`src/rtl/ddr2_sys_master_0_p2b_converter.sv`:
```
// Packets-to-bytes converter: serialises Avalon-ST beats into an escaped byte stream
// with in-band SOP/EOP/CHANNEL framing characters; one registered output byte.
module ddr2_sys_master_0_p2b_converter #(
   parameter int CHANNEL_WIDTH  = 8,
   parameter bit ENCODE_CHANNEL = 1'b1
) (
   input  logic                     clk,
   input  logic                     reset,
   output logic                     in_ready,
   input  logic                     in_valid,
   input  logic [7:0]               in_data,
   input  logic [CHANNEL_WIDTH-1:0] in_channel,
   input  logic                     in_startofpacket,
   input  logic                     in_endofpacket,
   input  logic                     out_ready,
   output logic                     out_valid,
   output logic [7:0]               out_data
);

   localparam logic [7:0] SOP_CHAR = 8'h7A;
   localparam logic [7:0] EOP_CHAR = 8'h7B;
   localparam logic [7:0] CHN_CHAR = 8'h7C;
   localparam logic [7:0] ESC_CHAR = 8'h7D;

   // State names the step last completed for the current beat (HDR = none yet).
   typedef enum logic [2:0] {HDR, CHAN_VAL, CHAN_ESC, SOP_CH, EOP_CH, DATA_ESC} state_t;

   state_t                   r_state;
   state_t                   w_state_nxt;
   logic                     r_out_valid;
   logic [7:0]               r_out_data;
   logic                     r_chan_known;
   logic [CHANNEL_WIDTH-1:0] r_last_chan;

   logic                     w_load;
   logic                     w_need_hdr;
   logic [7:0]               w_chan8;
   logic [7:0]               w_byte;
   logic                     w_final;
   logic                     w_chan_done;
   logic [7:0]               w_dat_byte;
   state_t                   w_dat_nxt;
   logic                     w_dat_final;

   function automatic logic is_special(input logic [7:0] b);
      return (b >= SOP_CHAR) && (b <= ESC_CHAR);
   endfunction

   assign w_load     = !r_out_valid || out_ready;
   assign w_chan8    = 8'(in_channel);
   assign w_need_hdr = ENCODE_CHANNEL && (!r_chan_known || (in_channel != r_last_chan));

   // Data step, shared by every state from which the payload byte can follow.
   assign w_dat_byte  = is_special(in_data) ? ESC_CHAR : in_data;
   assign w_dat_nxt   = is_special(in_data) ? DATA_ESC : HDR;
   assign w_dat_final = !is_special(in_data);

   always_comb begin
      w_byte      = 8'h00;
      w_state_nxt = r_state;
      w_final     = 1'b0;
      w_chan_done = 1'b0;
      case (r_state)
         HDR: begin
            if (w_need_hdr) begin
               w_byte = CHN_CHAR; w_state_nxt = CHAN_VAL;
            end else if (in_startofpacket) begin
               w_byte = SOP_CHAR; w_state_nxt = SOP_CH;
            end else if (in_endofpacket) begin
               w_byte = EOP_CHAR; w_state_nxt = EOP_CH;
            end else begin
               w_byte = w_dat_byte; w_state_nxt = w_dat_nxt; w_final = w_dat_final;
            end
         end
         CHAN_VAL: begin
            if (is_special(w_chan8)) begin
               w_byte = ESC_CHAR; w_state_nxt = CHAN_ESC;
            end else begin
               // Channel recorded now so HDR resumes with SOP/EOP/data only.
               w_byte = w_chan8; w_state_nxt = HDR; w_chan_done = 1'b1;
            end
         end
         CHAN_ESC: begin
            w_byte = w_chan8 ^ 8'h20; w_state_nxt = HDR; w_chan_done = 1'b1;
         end
         SOP_CH: begin
            if (in_endofpacket) begin
               w_byte = EOP_CHAR; w_state_nxt = EOP_CH;
            end else begin
               w_byte = w_dat_byte; w_state_nxt = w_dat_nxt; w_final = w_dat_final;
            end
         end
         EOP_CH: begin
            w_byte = w_dat_byte; w_state_nxt = w_dat_nxt; w_final = w_dat_final;
         end
         DATA_ESC: begin
            w_byte = in_data ^ 8'h20; w_state_nxt = HDR; w_final = 1'b1;
         end
         default: w_state_nxt = HDR;
      endcase
   end

   always_ff @(posedge clk or posedge reset) begin
      if (reset) begin
         r_state      <= HDR;
         r_out_valid  <= 1'b0;
         r_out_data   <= 8'h00;
         r_chan_known <= 1'b0;
         r_last_chan  <= '0;
      end else if (w_load) begin
         r_out_valid <= in_valid;
         if (in_valid) begin
            r_out_data <= w_byte;
            r_state    <= w_state_nxt;
            if (w_chan_done || w_final) begin
               r_chan_known <= 1'b1;
               r_last_chan  <= in_channel;
            end
         end
      end
   end

   assign in_ready  = in_valid && w_load && w_final;
   assign out_valid = r_out_valid;
   assign out_data  = r_out_data;

endmodule

```
`config.mk`:
```
export PLATFORM = sky130hd
export DESIGN_NAME = ddr2_sys_master_0_p2b_converter
export DESIGN_NICKNAME = d
export VERILOG_FILES = /design/src/rtl/ddr2_sys_master_0_p2b_converter.sv
export SDC_FILE = /design/constraint.sdc
export NUM_CORES = 1
export LEC_CHECK = 0
export BUFFER_PORTS_ARGS = -buffer_cell sky130_fd_sc_hd__clkbuf_2
export CORE_MARGIN = 2
export CORE_UTILIZATION = 50
export CTS_CLUSTER_SIZE = 24
export DETAILED_ROUTE_END_ITERATION = 6
export GPL_ROUTABILITY_DRIVEN = 0
export PLACE_DENSITY = 0.77
export SYNTH_ARGS = -nofsm -noshare
export SYNTH_HDL_FRONTEND = slang
export SYNTH_SLANG_ARGS = --single-unit
```
`constraint.sdc`:
```
create_clock -name clk -period 3.6 [get_ports clk]
set_input_delay 0.36 -clock clk [delete_from_list [all_inputs] [get_ports clk]]
set_output_delay 0.36 -clock clk [all_outputs]
set_load 0.05 [all_outputs]
```
# Word-level counts from Yosys, hierarchy flattened

Cells that the tools add are included.

Muxes and demuxes: 18
Reductions and logical operators: 13
$lt $le $gt $ge: 4
Equal/unequal tests: 6
Bitwise logic cells: 2

Operators with widths:

| cell                                                               | number |
|---|---|
| one-hot mux 8 bit (6 select lines)                                 | 1 |
| 2-to-1 mux 8 bit                                                   | 5 |
| greater-or-equal comparator 8 x 7 -> 1 bit (second input constant) | 2 |
| <= comparator 8 x 7 -> 1 bit (second input constant)               | 2 |
| 2-to-1 mux 3 bit                                                   | 4 |
| one-hot mux 3 bit (4 select lines)                                 | 1 |
| != test 8 bit                                                      | 1 |
| == test 3 x 2 -> 1 bit (second input constant)                     | 2 |
| == test 3 bit (second input constant)                              | 2 |
| logical AND 1 bit                                                  | 4 |
| 2-to-1 mux 1 bit                                                   | 4 |
| one-hot mux 1 bit (4 select lines)                                 | 1 |
| == test 3 x 1 -> 1 bit (second input constant)                     | 1 |
| logical NOT 1 bit                                                  | 3 |
| logical NOT 3 bit                                                  | 1 |
| logical OR 1 bit                                                   | 3 |
| AND reduction 3 bit                                                | 1 |
| 2-to-1 mux 2 bit                                                   | 1 |
| NOT 1 bit                                                          | 2 |
| one-hot mux 1 bit (2 select lines)                                 | 1 |
| AND reduction 2 bit                                                | 1 |

Register bits after elaboration: 21

# Depth between registers and ports, before layout

Gate-level depths: netlist of the first run.

Word-level depth: 9
Gate-level depth with buffers: 7

# Worst setup path after synthesis of the first run

No wires, ideal clock.

Kind: register -> output
Start: register r_last_chan[0]
End: output in_ready
Slack: 1.425 ns
Path buffers: 0
Cell stages (with the launch flop): 6
Arrival: 1.815 ns
Required time: 3.240 ns
Cells stage by stage: dfrtp_1 xnor2_1 nand4_1 nor3_2 a41oi_2 nor2_1

Word-level cells in the longest chain between the ends: 5

RTL lines:

| element                            | line | source |
|---|---|---|
| start, declared                    | 33   | `logic [CHANNEL_WIDTH-1:0] r_last_chan;` |
| start signal, assigned             | 117  | `r_last_chan <= in_channel;` |
| != test 8 bit                      | 51   | `assign w_need_hdr = ENCODE_CHANNEL && (!r_chan_known \|\| (in_channel != r_last_chan));` |
| logical OR 1 bit                   | 51   |  |
| 2-to-1 mux 1 bit                   | 65   | `if (w_need_hdr) begin` |
| one-hot mux 1 bit (4 select lines) | 63   | `case (r_state)` |
| logical AND 1 bit                  | 123  | `assign in_ready = in_valid && w_load && w_final;` |
| end, declared                      | 9    | `output logic in_ready,` |

No other way between the ends.

# Final worst setup path of the first run

Start: register r_state[1]
End: output in_ready

Word-level cells in the longest chain between the ends: 3
Elaborated cells between the ends (all ways): 6
Those cells by class: eq/ne: 3; mux: 1; reduce/logical: 2

RTL lines:

| element                                     | line | source |
|---|---|---|
| start, declared                             | 28   | `state_t r_state;` |
| start signal, assigned                      | 114  | `r_state <= w_state_nxt;` |
| == test 3 bit, or another cell as far along | 63   |  |
| one-hot mux 1 bit (4 select lines) *        | 63   |  |
| logical AND 1 bit *                         | 123  |  |

Every way passes the cells marked *; elsewhere a longest branch is shown, timed or not.

==> results of run 1 <==
[layout by cell type (no fill, tap or decap), drive strengths merged, types with 2 or more instances in the layout]
| cell type | Yosys | final |
|---|---|---|
| a221o | 2 | 2 |
| dfrtp | 21 | 21 |
| nand2b | 3 | 3 |
| nor2 | 13 | 13 |
| o21ai | 13 | 13 |
| and2 | 2 | 2 |
| clkbuf | 4 | 35 |
| nand4 | 2 | 2 |
| a31oi | 2 | 2 |
| mux2 | 8 | 8 |
| a21o | 2 | 2 |
| o211ai | 4 | 4 |
| inv | 4 | 4 |
| nor3 | 7 | 7 |
| nand3 | 7 | 7 |
| a221oi | 2 | 2 |
| a21oi | 14 | 14 |
| xnor2 | 10 | 10 |
| nor4 | 5 | 5 |
| or2 | 3 | 3 |
| nand2 | 21 | 21 |
| a22oi | 4 | 4 |
| a222oi | 3 | 3 |
| mux2i | 3 | 3 |
[metrics by stage]
step	cell area (µm²)	std cells	util, %	hold slack (ns)	total power, mW
finish	1670	233	60.1	0.159	0.829
global route	1670	233	60.1	0.224	0.877
CTS	1670	233	60.1	0.191	0.825
detailed placement	1650	229	59.2	0.454	0.712
global placement	1650	229	59.2	0.456	0.696
floorplan	1490	175	-	0.337	0.624
[worst paths after layout]
kind                                              end                      from  cells past startpoint
setup / recovery                             in_ready    r_state[1]$_DFFE_PP0P_                      6
hold / removal             r_last_chan[5]$_DFFE_PP0P_                     reset                      2
setup reg to reg           r_last_chan[0]$_DFFE_PP0P_    r_state[1]$_DFFE_PP0P_                      5
hold reg to reg              r_chan_known$_DFFE_PP0P_  r_chan_known$_DFFE_PP0P_                      1
max in group asynchronous  r_last_chan[1]$_DFFE_PP0P_                     reset                      2
min in group clk                out_valid$_DFFE_PP0N_                  in_valid                      2
[critical path, delay by kind of cell (launching register included)]
| kind | cells | cell delay (ns) |
|---|---|---|
| flip-flops | 1 | 0.65 |
| buffers and inverters | 2 | 0.43 |
| AND/OR/NAND/NOR | 3 | 0.81 |
| AO/OA/AOI/OAI | 1 | 0.21 |
[sequential cells by signal, summed over array words and instances, names as in the netlist]
name and cells:
out_data 8, r_last_chan 8, r_state 3, out_valid 1, r_chan_known 1
[routing by layer]
layer | wire length (µm) | global-route usage [%]
met3 | 383 | 2.86
met1 | 1590 | 32.9
met4 | 82 | 8.31
met5 | 0 | 0
met2 | 1770 | 36.9
[cell type report]
class                   count  area share [%]
clock buffers               4            1.57
well taps                  31            2.32
inverters                   5            1.12
multi-input cells         141            54.3
repair buffers             31            9.27
flip-flops and latches     21            31.4
[power by group]
group	internal, mW	switching, mW	total [mW]
registers	0.298	0.0491	0.347
clock network	0.0433	0.0759	0.119
logic	0.139	0.224	0.362
total	0.480	0.349	0.829
[cells by family (layout without fill, tap and decap cells)]
| logic type | Yosys count | after routing | share of synthesized area (%) |
|---|---|---|---|
| compound gates | 52 | 52 | 24.3 |
| xor+xnor | 10 | 10 | 5.89 |
| buf+inv | 13 | 40 | 3.53 |
| flops | 21 | 21 | 35.4 |
| mux | 11 | 11 | 8.08 |
| simple gates | 68 | 68 | 22.8 |
[cells in the mapped netlist, types with 4 or more instances]
cell type  number
inv_1           4
o21ai_0        13
o211ai_1        4
nand2_1        20
a22oi_1         4
nand3_1         7
nor4_1          5
mux2_2          8
dfrtp_1        21
clkbuf_1        4
nor3_1          6
nor2_1         13
xnor2_1        10
a21oi_1        13
==> impl_results.md, run 1 <==
* DP HPWL at 2940 µm
* Worst hold path class: in2async
* Setup_tns at 0 ns
* Net Count, Synth at 197
* 1st-iter DRT viols at 91
* Outcome: finished clean
* Avg Vias per Cell at 6.45
* Multi-input logic area at 908 µm²
* Num ports at 32
* Clock Sinks at 21
* Setup slack after layout at 0.818 ns
* All-layer global routing usage at 23.3%
* Seq/Total Area, Yosys at 35.4%
* P&R area growth vs syn at 12.5%
* Clock slew at reported path FFs at 0.12 ns
* Critical Path Slowest Stage Cell: dfrtp_1
* Max transition margin at 46.5%
* Drc violations at 0
* Final Critical Period at 2.78 ns
* Worst path cell trace: nor2_1 > inv_1 > nor2_1 > a41oi_2 > nor2_1 > clkbuf_2
* Hold Fails Final Rpt at 0
* Leak at 0.693 nW
* Share of cells above drive strength 1 at 24.8%
* Max Fclk at 359 MHz
* Share of the synthesized area in the top cell type at 35.4%
* Yosys top cell by area: dfrtp_1
* GRT overflow at 0
* Mapped Avg Cell Area at 8.49 µm²
* Slew Viols, Final at 0
* Via count of the first global-routing pass at 1298
* Die area at 3430 µm²
* Critical-path maximum fanout at 23
* Buffers on Ports at 31
* Clock skew at 0.00635 ns
* Worst-margin pin slew at 0.802 ns
* CTS Buffer Depth at 2
* Initial Util at 53.4%
* Register bit total from synthesis at 21
* Netlist cell types at 42
* Antenna violations before repair at 0
* Die H at 58.5 µm
* Fin crit share at 77.3%
* Htree depth at 1
* Clock root cell: clkbuf_4
* Max Cap Violations at 0
* Ranking of synthesized cells by area: dfrtp_1 35%, mux2_2 6.1%, xnor2_1 5.9%
* Core area at 2780 µm²
* Cell area power density at 495 nW/µm²
* First-pass GRT wire length at 6120 µm
* TritonRoute pass-1 iters at 6
* Seq. cell area at 526 µm²
* CP Class: reg2out
* Via Count at 1503
* TritonCTS clock tree: built
* Finish-stage setup viols at 0
* Post-Synthesis Cells at 175
* EDFF count, synth at 0
* Post CTS Setup Buffer Count at 0
* Post-route ant nets at 0
* Num CTS Buffers at 3
* Ys Warns at 0
* Total Wirelength at 3830 µm
* Pre-CTS WS at 1.16 ns
* Die W at 58.5 µm
* Setup slack, reg-to-reg at 1.06 ns
* Clock Latency Late Sink at 0.31 ns
* Drt wl/cell at 16.4 µm
* Largest net degree at the start of global routing at 24
* N_diodes at 0
* Nets at 225
* Cts hold-fix bufs at 0
* CP max stage delay at 0.65 ns
* Most used DFF post-synth: dfrtp_1
* RSZ-0062 raised after global routing: no
* Req. time, crit path at 3.24 ns
* Worst setup SP type: flip-flop
* VDD IR-drop max at 0.382 mV
* PostCTS Resize Cnt at 0
* Post-synth design cell area at 1490 µm²
* Asr flop ratio synth at 100%
* # rows at 19
* Worst Setup End Kind: primary output
* Worst path most repeated cell: nor2_1
* Fillers at 256
* CP arrival at 2.42 ns
Power figures use the tool's default switching activity.
==> inputs of run 2 (changes only) <==
ABC_AREA = 1   (was not set)
PLACE_DENSITY = 0.76   (was 0.77)
clock period = 2.6 ns   (was 3.6 ns; I/O delays follow)
==> run 2 against run 1 <==
  * Clock power rose by 36%
  * Critical path depth rose by 2
  * Non-clock buffer count rose by 2
  * Sequential cell count did not move
  * Critical path type unchanged
==> impl_results.md, run 2 <==
* Seq/Total Area, Yosys at 31.0% (was 35.4%)
* Final core occ at 59.0% (was 60.1%)
* Max transition margin at 47.3% (was 46.5%)
* Via Count at 1857 (was 1503)
* Worst Setup End Kind: primary output (unchanged)
* EDFF count, synth at 0 (unchanged)
* Cell area power density at 691 nW/µm² (was 495 nW/µm²)
* Die area at 3870 µm² (was 3430 µm²)
* Yosys top cell by area: dfrtp_1 (unchanged)
* Drt wl/cell at 11.9 µm (was 16.4 µm)
* Critical Path Slowest Stage Cell: dfrtp_1 (unchanged)
* Sw Ratio at 48.7% (was 42.1%)
* Most frequent cells in the layout: 115 x nand2_1, 35 x inv_1, 31 x nand3_1, 31 x clkbuf_2, 21 x dfrtp_1 (was 31 x clkbuf_2, 21 x dfrtp_1, 20 x nand2_1)
* CP max stage delay at 0.48 ns (was 0.65 ns)
* CP Class: reg2out (unchanged)
* Multi-input logic area at 1000 µm² (was 908 µm²)
* Placed Cells at 358 (was 229)
* Share of cells above drive strength 1 at 18.4% (was 24.8%)
* Clock slew at reported path FFs at 0.12 ns (about the same)
* Setup_tns at 0 ns (unchanged)
* Ranking of synthesized cells by area: dfrtp_1 31%, nand2_1 25%, nand3_1 9.2% (was dfrtp_1 35%, mux2_2 6.1%, xnor2_1 5.9%)
* TritonRoute pass-1 iters at 4 (was 6)
* DP HPWL at 3420 µm (was 2940 µm)
* Most frequent cells after synthesis: 115 x nand2_1, 35 x inv_1, 31 x nand3_1 (was 21 x dfrtp_1, 20 x nand2_1, 13 x a21oi_1, 13 x nor2_1, 13 x o21ai_0)
* Hold Fails Final Rpt at 0 (unchanged)
* Total Wirelength at 4300 µm (was 3830 µm)
* P&R area growth vs syn at 14.3% (was 12.5%)
* VDD IR-drop max at 0.501 mV (was 0.382 mV)
* Commonest non-fill, non-tap cell in the layout: nand2_1 (was clkbuf_2)
* Req. time, crit path at 2.34 ns (was 3.24 ns)
* Die H at 62.2 µm (was 58.5 µm)
* Antenna violations before repair at 0 (unchanged)
* # rows at 21 (was 19)
* Most frequent cell after synthesis: nand2_1 (was dfrtp_1)
* Final Critical Period at 2.12 ns
* Max Cap Violations at 0 (unchanged)
* Drc violations at 0 (unchanged)
* CTS Buffer Depth at 2 (unchanged)
* Die W at 62.2 µm (was 58.5 µm)
* Final Power at 1.34 mW (was 0.829 mW)
* Register bit total from synthesis at 21 (unchanged)
* All-layer global routing usage at 23.5% (was 23.3%)
* Net Count, Synth at 304 (was 197)
* Clock root cell: clkbuf_4 (unchanged)
* Htree depth at 1 (unchanged)
* Nets at 339 (was 225)
* Num CTS Buffers at 3 (unchanged)
* Worst path most repeated cell: nor2_4 (was nor2_1)
* Slew Viols, Final at 0 (unchanged)
* Largest net degree at the start of global routing at 22 (was 24)
* Cts hold-fix bufs at 0 (unchanged)
* Max Fclk at 471 MHz
* Avg Vias per Cell at 5.13 (was 6.45)
* GRT overflow at 0 (unchanged)
* Worst hold path class: in2async (unchanged)
* Fin crit share at 81.7%
* Final cell count without fillers at 362 (was 233)
* First-pass GRT wire length at 7420 µm (was 6120 µm)
* Core area at 3280 µm² (was 2780 µm²)
* 1st-iter DRT viols at 108 (was 91)
* Clock skew at 0.00648 ns (was 0.00635 ns)
* Int Power at 0.687 mW (was 0.480 mW)
* Outcome: finished clean (unchanged)
* Most used DFF post-synth: dfrtp_1 (unchanged)
* Clock Latency Late Sink at 0.31 ns (about the same)
* PostCTS Resize Cnt at 0 (unchanged)
* Worst path cell trace: nor2_2 > nand2_2 > nor2_4 > inv_2 > nor2_4 > nand3_2 > a21oi_1 > clkbuf_2 (was nor2_1 > inv_1 > nor2_1 > a41oi_2 > nor2_1 > clkbuf_2)
* Leak at 1.15 nW (was 0.693 nW)
* Seq. cell area at 526 µm² (unchanged)
* Combinational Power Share at 50.8% (was 43.7%)
* Power share of the clock group at 12.1% (was 14.4%)
* Power share of the sequential group at 37.1% (was 41.9%)
* Ys Warns at 0 (unchanged)
* Mapped Avg Cell Area at 6.01 µm² (was 8.49 µm²)
* Fillers at 327 (was 256)
* Asr flop ratio synth at 100% (unchanged)
* Post-Synthesis Cells at 282 (was 175)
* Finish-stage setup viols at 0 (unchanged)
* Critical-path maximum fanout at 6 (was 23)
* Initial Util at 51.6% (was 53.4%)
* Setup slack after layout at 0.476 ns (was 0.818 ns)
* Num ports at 32 (unchanged)
* Worst-margin pin slew at 0.790 ns (was 0.802 ns)
* Clock Sinks at 21 (unchanged)
* RSZ-0062 raised after global routing: no (unchanged)
* Post-synth design cell area at 1690 µm² (was 1490 µm²)
* Post CTS Setup Buffer Count at 0 (unchanged)
* N_diodes at 0 (unchanged)
* Share of the synthesized area in the top cell type at 31.0% (was 35.4%)
* Via count of the first global-routing pass at 1719 (was 1298)
* Post-route ant nets at 0 (unchanged)
* Buffers on Ports at 31 (unchanged)
* Worst setup SP type: flip-flop (unchanged)
* CP arrival at 1.86 ns (was 2.42 ns)
* Pre-CTS WS at 0.828 ns (was 1.16 ns)
* Netlist cell types at 24 (was 42)
* Sw power at 0.652 mW (was 0.349 mW)
* TritonCTS clock tree: built (unchanged)
## run 2: cell types whose count changed in the layout (fill, tap and decap cells not counted), sizes merged, moves of 4 or more
cell and change:
mux2 -8, nor2 +11, xnor2 -10, nor4 -5, nor3 -4, nand3 +29, o211ai -4, nand2 +99
inv +38
## run 2: path summary, 6_finish.rpt
check	slack (ns)	end	start	cells after the start
setup reg to reg	0.99	r_last_chan[4]$_DFFE_PP0P_	r_state[0]$_DFFE_PP0P_	10
hold reg to reg	0.49	out_data[0]$_DFFE_PP0P_	out_data[0]$_DFFE_PP0P_	2
max in group asynchronous	2.05	out_data[0]$_DFFE_PP0P_	reset	2
hold / removal	0.05	out_data[7]$_DFFE_PP0P_	reset	2
setup / recovery	0.48	in_ready	r_state[0]$_DFFE_PP0P_	8
min in group clk	0.19	r_last_chan[0]$_DFFE_PP0P_	in_channel[0]	3
## run 2: critical path: cells and delay by family, from the launching register on
kind / cells / cell delay (ns)
AOI/OAI and AO/OA: 1 / 0.15
buffers and inverters: 2 / 0.34
DFF: 1 / 0.48
and+or+nand+nor: 5 / 0.58
## run 2: power groups by stage
stage | logic, mW | clock network [mW] | registers, mW
after CTS | 0.681 | 0.170 | 0.496
final | 0.681 | 0.162 | 0.497
after global routing | 0.762 | 0.191 | 0.512
after detailed placement | 0.675 | 0 | 0.504
after floorplan | 0.413 | 0 | 0.603
after global placement | 0.667 | 0 | 0.499
## run 2: through the flow
step / cell area [µm²] / hold WS [ns]
after global routing: 1940 / 0.139
after detailed placement: 1910 / 0.443
after global placement: 1910 / 0.434
after floorplan: 1690 / 0.237
final: 1940 / 0.0545
after CTS: 1940 / 0.0887
## run 2: layout make-up
cell class,count,area share (%)
Timing Repair Buffer,33,8.79
Clock buffer,4,1.36
Sequential cell,21,27.1
Inverter,42,8.14
Multi-Input combinational cell,216,51.6
Tap cell,46,2.97
## run 2: per-layer routing
layer | up-vias | global-route usage (%) | routed length, µm
met5 | - | 0 | 0
met4 | 0 | 7.50 | 48
met3 | 5 | 3.26 | 235
met2 | 58 | 38.5 | 1980
met1 | 843 | 32.2 | 2040
li1 | 951 | - | -
## run 2: cell families after synthesis
logic type / count (synthesis) / share of synthesized area, %
buffers and inverters: 45 / 9.97
xor gates and xnor gates: 1 / 0.960
AOI/OAI and AO/OA: 27 / 8.57
and+or+nand+nor: 188 / 49.5
DFF: 21 / 31.0
==> inputs of run 3 (changes only) <==
clock period = 2 ns   (was 2.6 ns; I/O delays follow)
==> run 3 against run 2 <==
  * The run now ends with hold timing left
  * Utilization grew 1.8 points
  * Count of clock-buffer cells in the layout did not move
  * Non-clock buffer count grew 2
  * Global-route usage up 0.71 points
  * Sequential cell count unchanged
  * Setup slack got worse by 0.43 ns
  * Sequential power is 31% higher
  * Power rose by 32%
  * Critical path depth stayed put
  * Register-to-register slack worse by 0.57 ns
  * Critical endpoint unchanged
==> impl_results.md, run 3 (synthesized netlist as in run 2, its figures left out) <==
* Initial Util at 51.6% (unchanged)
* Setup slack after layout at 0.0499 ns (was 0.476 ns)
* Worst hold slack at -0.00701 ns (was 0.0545 ns)
* Crit Reg-Reg Startpoint: r_state[2]$_DFFE_PP0P_ (was r_state[0]$_DFFE_PP0P_)
* Final Critical Period at 1.95 ns
* Final design instance area without fill at 2000 µm² (was 1940 µm²)
* Outcome: complete, but fails checks (was finished clean)
* Total Wirelength at 4490 µm (was 4300 µm)
* DP HPWL at 3510 µm (was 3420 µm)
* Clock Latency Late Sink at 0.31 ns (about the same)
* Placed cell area at 1930 µm² (was 1910 µm²)
* Worst Setup End Kind: primary output (unchanged)
* Clock root cell: clkbuf_4 (unchanged)
* Fin crit share at 97.5%
* VDD IR-drop max at 0.532 mV (was 0.501 mV)
* Placed Cells at 360 (was 358)
* Failing checks: hold timing
* Final Power at 1.77 mW (was 1.34 mW)
* Leak at 1.16 nW (was 1.15 nW)
* Clock Sinks at 21 (unchanged)
* Largest net degree at the start of global routing at 22 (unchanged)
* CTS Buffer Depth at 2 (unchanged)
* Antenna violations before repair at 0 (unchanged)
* Buffers on Ports at 31 (unchanged)
* Via count of the first global-routing pass at 1767 (was 1719)
* Setup slack, reg-to-reg at 0.42 ns (was 0.99 ns)
* Max Cap Violations at 0 (unchanged)
* Post-route ant nets at 0 (unchanged)
* TritonRoute pass-1 iters at 4 (unchanged)
* Htree depth at 1 (unchanged)
* Drc violations at 0 (unchanged)
* Die area at 3870 µm² (unchanged)
* Die H at 62.2 µm (unchanged)
* Worst hold path class: in2async (unchanged)
* CP arrival at 1.75 ns (was 1.86 ns)
* Die W at 62.2 µm (unchanged)
* Slew Viols, Final at 0 (unchanged)
* Seq. cell area at 528 µm² (was 526 µm²)
* # rows at 21 (unchanged)
* Post CTS Setup Buffer Count at 0 (unchanged)
* First-pass GRT wire length at 7700 µm (was 7420 µm)
* P&R area growth vs syn at 17.8% (was 14.3%)
* TritonCTS clock tree: built (unchanged)
* Cts hold-fix bufs at 0 (unchanged)
* Nets at 341 (was 339)
* Req. time, crit path at 1.80 ns (was 2.34 ns)
* Drt wl/cell at 12.3 µm (was 11.9 µm)
* Num CTS Buffers at 3 (unchanged)
* Hold Fails Final Rpt at 11 (was 0)
* All-layer global routing usage at 24.2% (was 23.5%)
* Worst setup SP type: flip-flop (unchanged)
* Num ports at 32 (unchanged)
* Avg Vias per Cell at 5.20 (was 5.13)
* Clock slew at reported path FFs at 0.13 ns (was 0.12 ns)
* RR Endpoint: r_last_chan[7]$_DFFE_PP0P_ (was r_last_chan[4]$_DFFE_PP0P_)
* Final cell count without fillers at 364 (was 362)
* 1st-iter DRT viols at 153 (was 108)
* Pre-CTS WS at 0.274 ns (was 0.828 ns)
* Multi-input logic area at 1030 µm² (was 1000 µm²)
* Finish-stage setup viols at 0 (unchanged)
* Max transition margin at 46.5% (was 47.3%)
* N_diodes at 0 (unchanged)
* GRT overflow at 0 (unchanged)
* Fillers at 322 (was 327)
* Via Count at 1891 (was 1857)
* Reg2Reg Depth at 8 (was 10)
* Core area at 3280 µm² (unchanged)
* Cell area power density at 888 nW/µm² (was 691 nW/µm²)
* CP Class: reg2out (unchanged)
* Most frequent cells in the layout: 114 x nand2_1, 35 x inv_1, 31 x nand3_1, 30 x clkbuf_2, 20 x nor2_1 (was 115 x nand2_1, 35 x inv_1, 31 x nand3_1, 31 x clkbuf_2, 21 x dfrtp_1)
* Share of cells above drive strength 1 at 20.1% (was 18.4%)
* Max Fclk at 513 MHz
* Clock skew at 0.00874 ns (was 0.00648 ns)
* Commonest non-fill, non-tap cell in the layout: nand2_1 (unchanged)
* Worst-margin pin slew at 0.802 ns (was 0.790 ns)
* Critical-path maximum fanout at 4 (was 6)
## run 3: how the worst max path moves through the flow
stage / endpoint / from / cells past startpoint
4_1_cts: in_ready / r_state[0]$_DFFE_PP0P_ / 8
5_1_grt: in_ready / r_last_chan[3]$_DFFE_PP0P_ / 8
6_report: in_ready / r_state[1]$_DFFE_PP0P_ / 8
2_1_floorplan: in_ready / r_state[0]$_DFFE_PP0P_ / 7
3_3_place_gp: in_ready / r_state[0]$_DFFE_PP0P_ / 8
3_5_place_dp: in_ready / r_state[0]$_DFFE_PP0P_ / 8
## run 3: per-stage QoR
step / TNS (ns) / utilization [%]
global placement: 0 / 58.7
finish: 0 / 60.8
CTS: 0 / 59.8
global route: -0.0251 / 60.8
detailed placement: 0 / 58.7
floorplan: 0 / -
## run 3: routing by layer
layer | GRT usage [%] | up-vias | routed length (µm)
met5 | 0 | - | 0
met4 | 8.61 | 0 | 97
li1 | - | 964 | -
met3 | 2.90 | 11 | 285
met2 | 39.0 | 71 | 2040
met1 | 33.6 | 845 | 2070
## run 3: critical path: stages (launching register included)
cell and delay, ns:
dfrtp_2 0.47, nor2_4 0.15, nand2_2 0.09, nor2_4 0.10, inv_2 0.05, nor2_4 0.13
nand3_4 0.11, a21oi_4 0.18, buf_8 0.16
## run 3: area by class of cell
class / count / area share, %
Multi-Input combinational cell: 216 / 51.7
Tap cell: 46 / 2.88
Timing Repair Buffer: 35 / 9.78
Inverter: 42 / 7.90
Sequential cell: 21 / 26.5
Clock buffer: 4 / 1.32
## run 3: repair_timing
item,in CTS,in global routing
cloned,0,0
pin swaps,0,2
setup endpoints to repair,1,1
resized for setup,3,7
## run 3: where the power goes
group,internal (mW),switching (mW)
Clock,0.0780,0.140
Combinational,0.273,0.629
Sequential,0.548,0.105
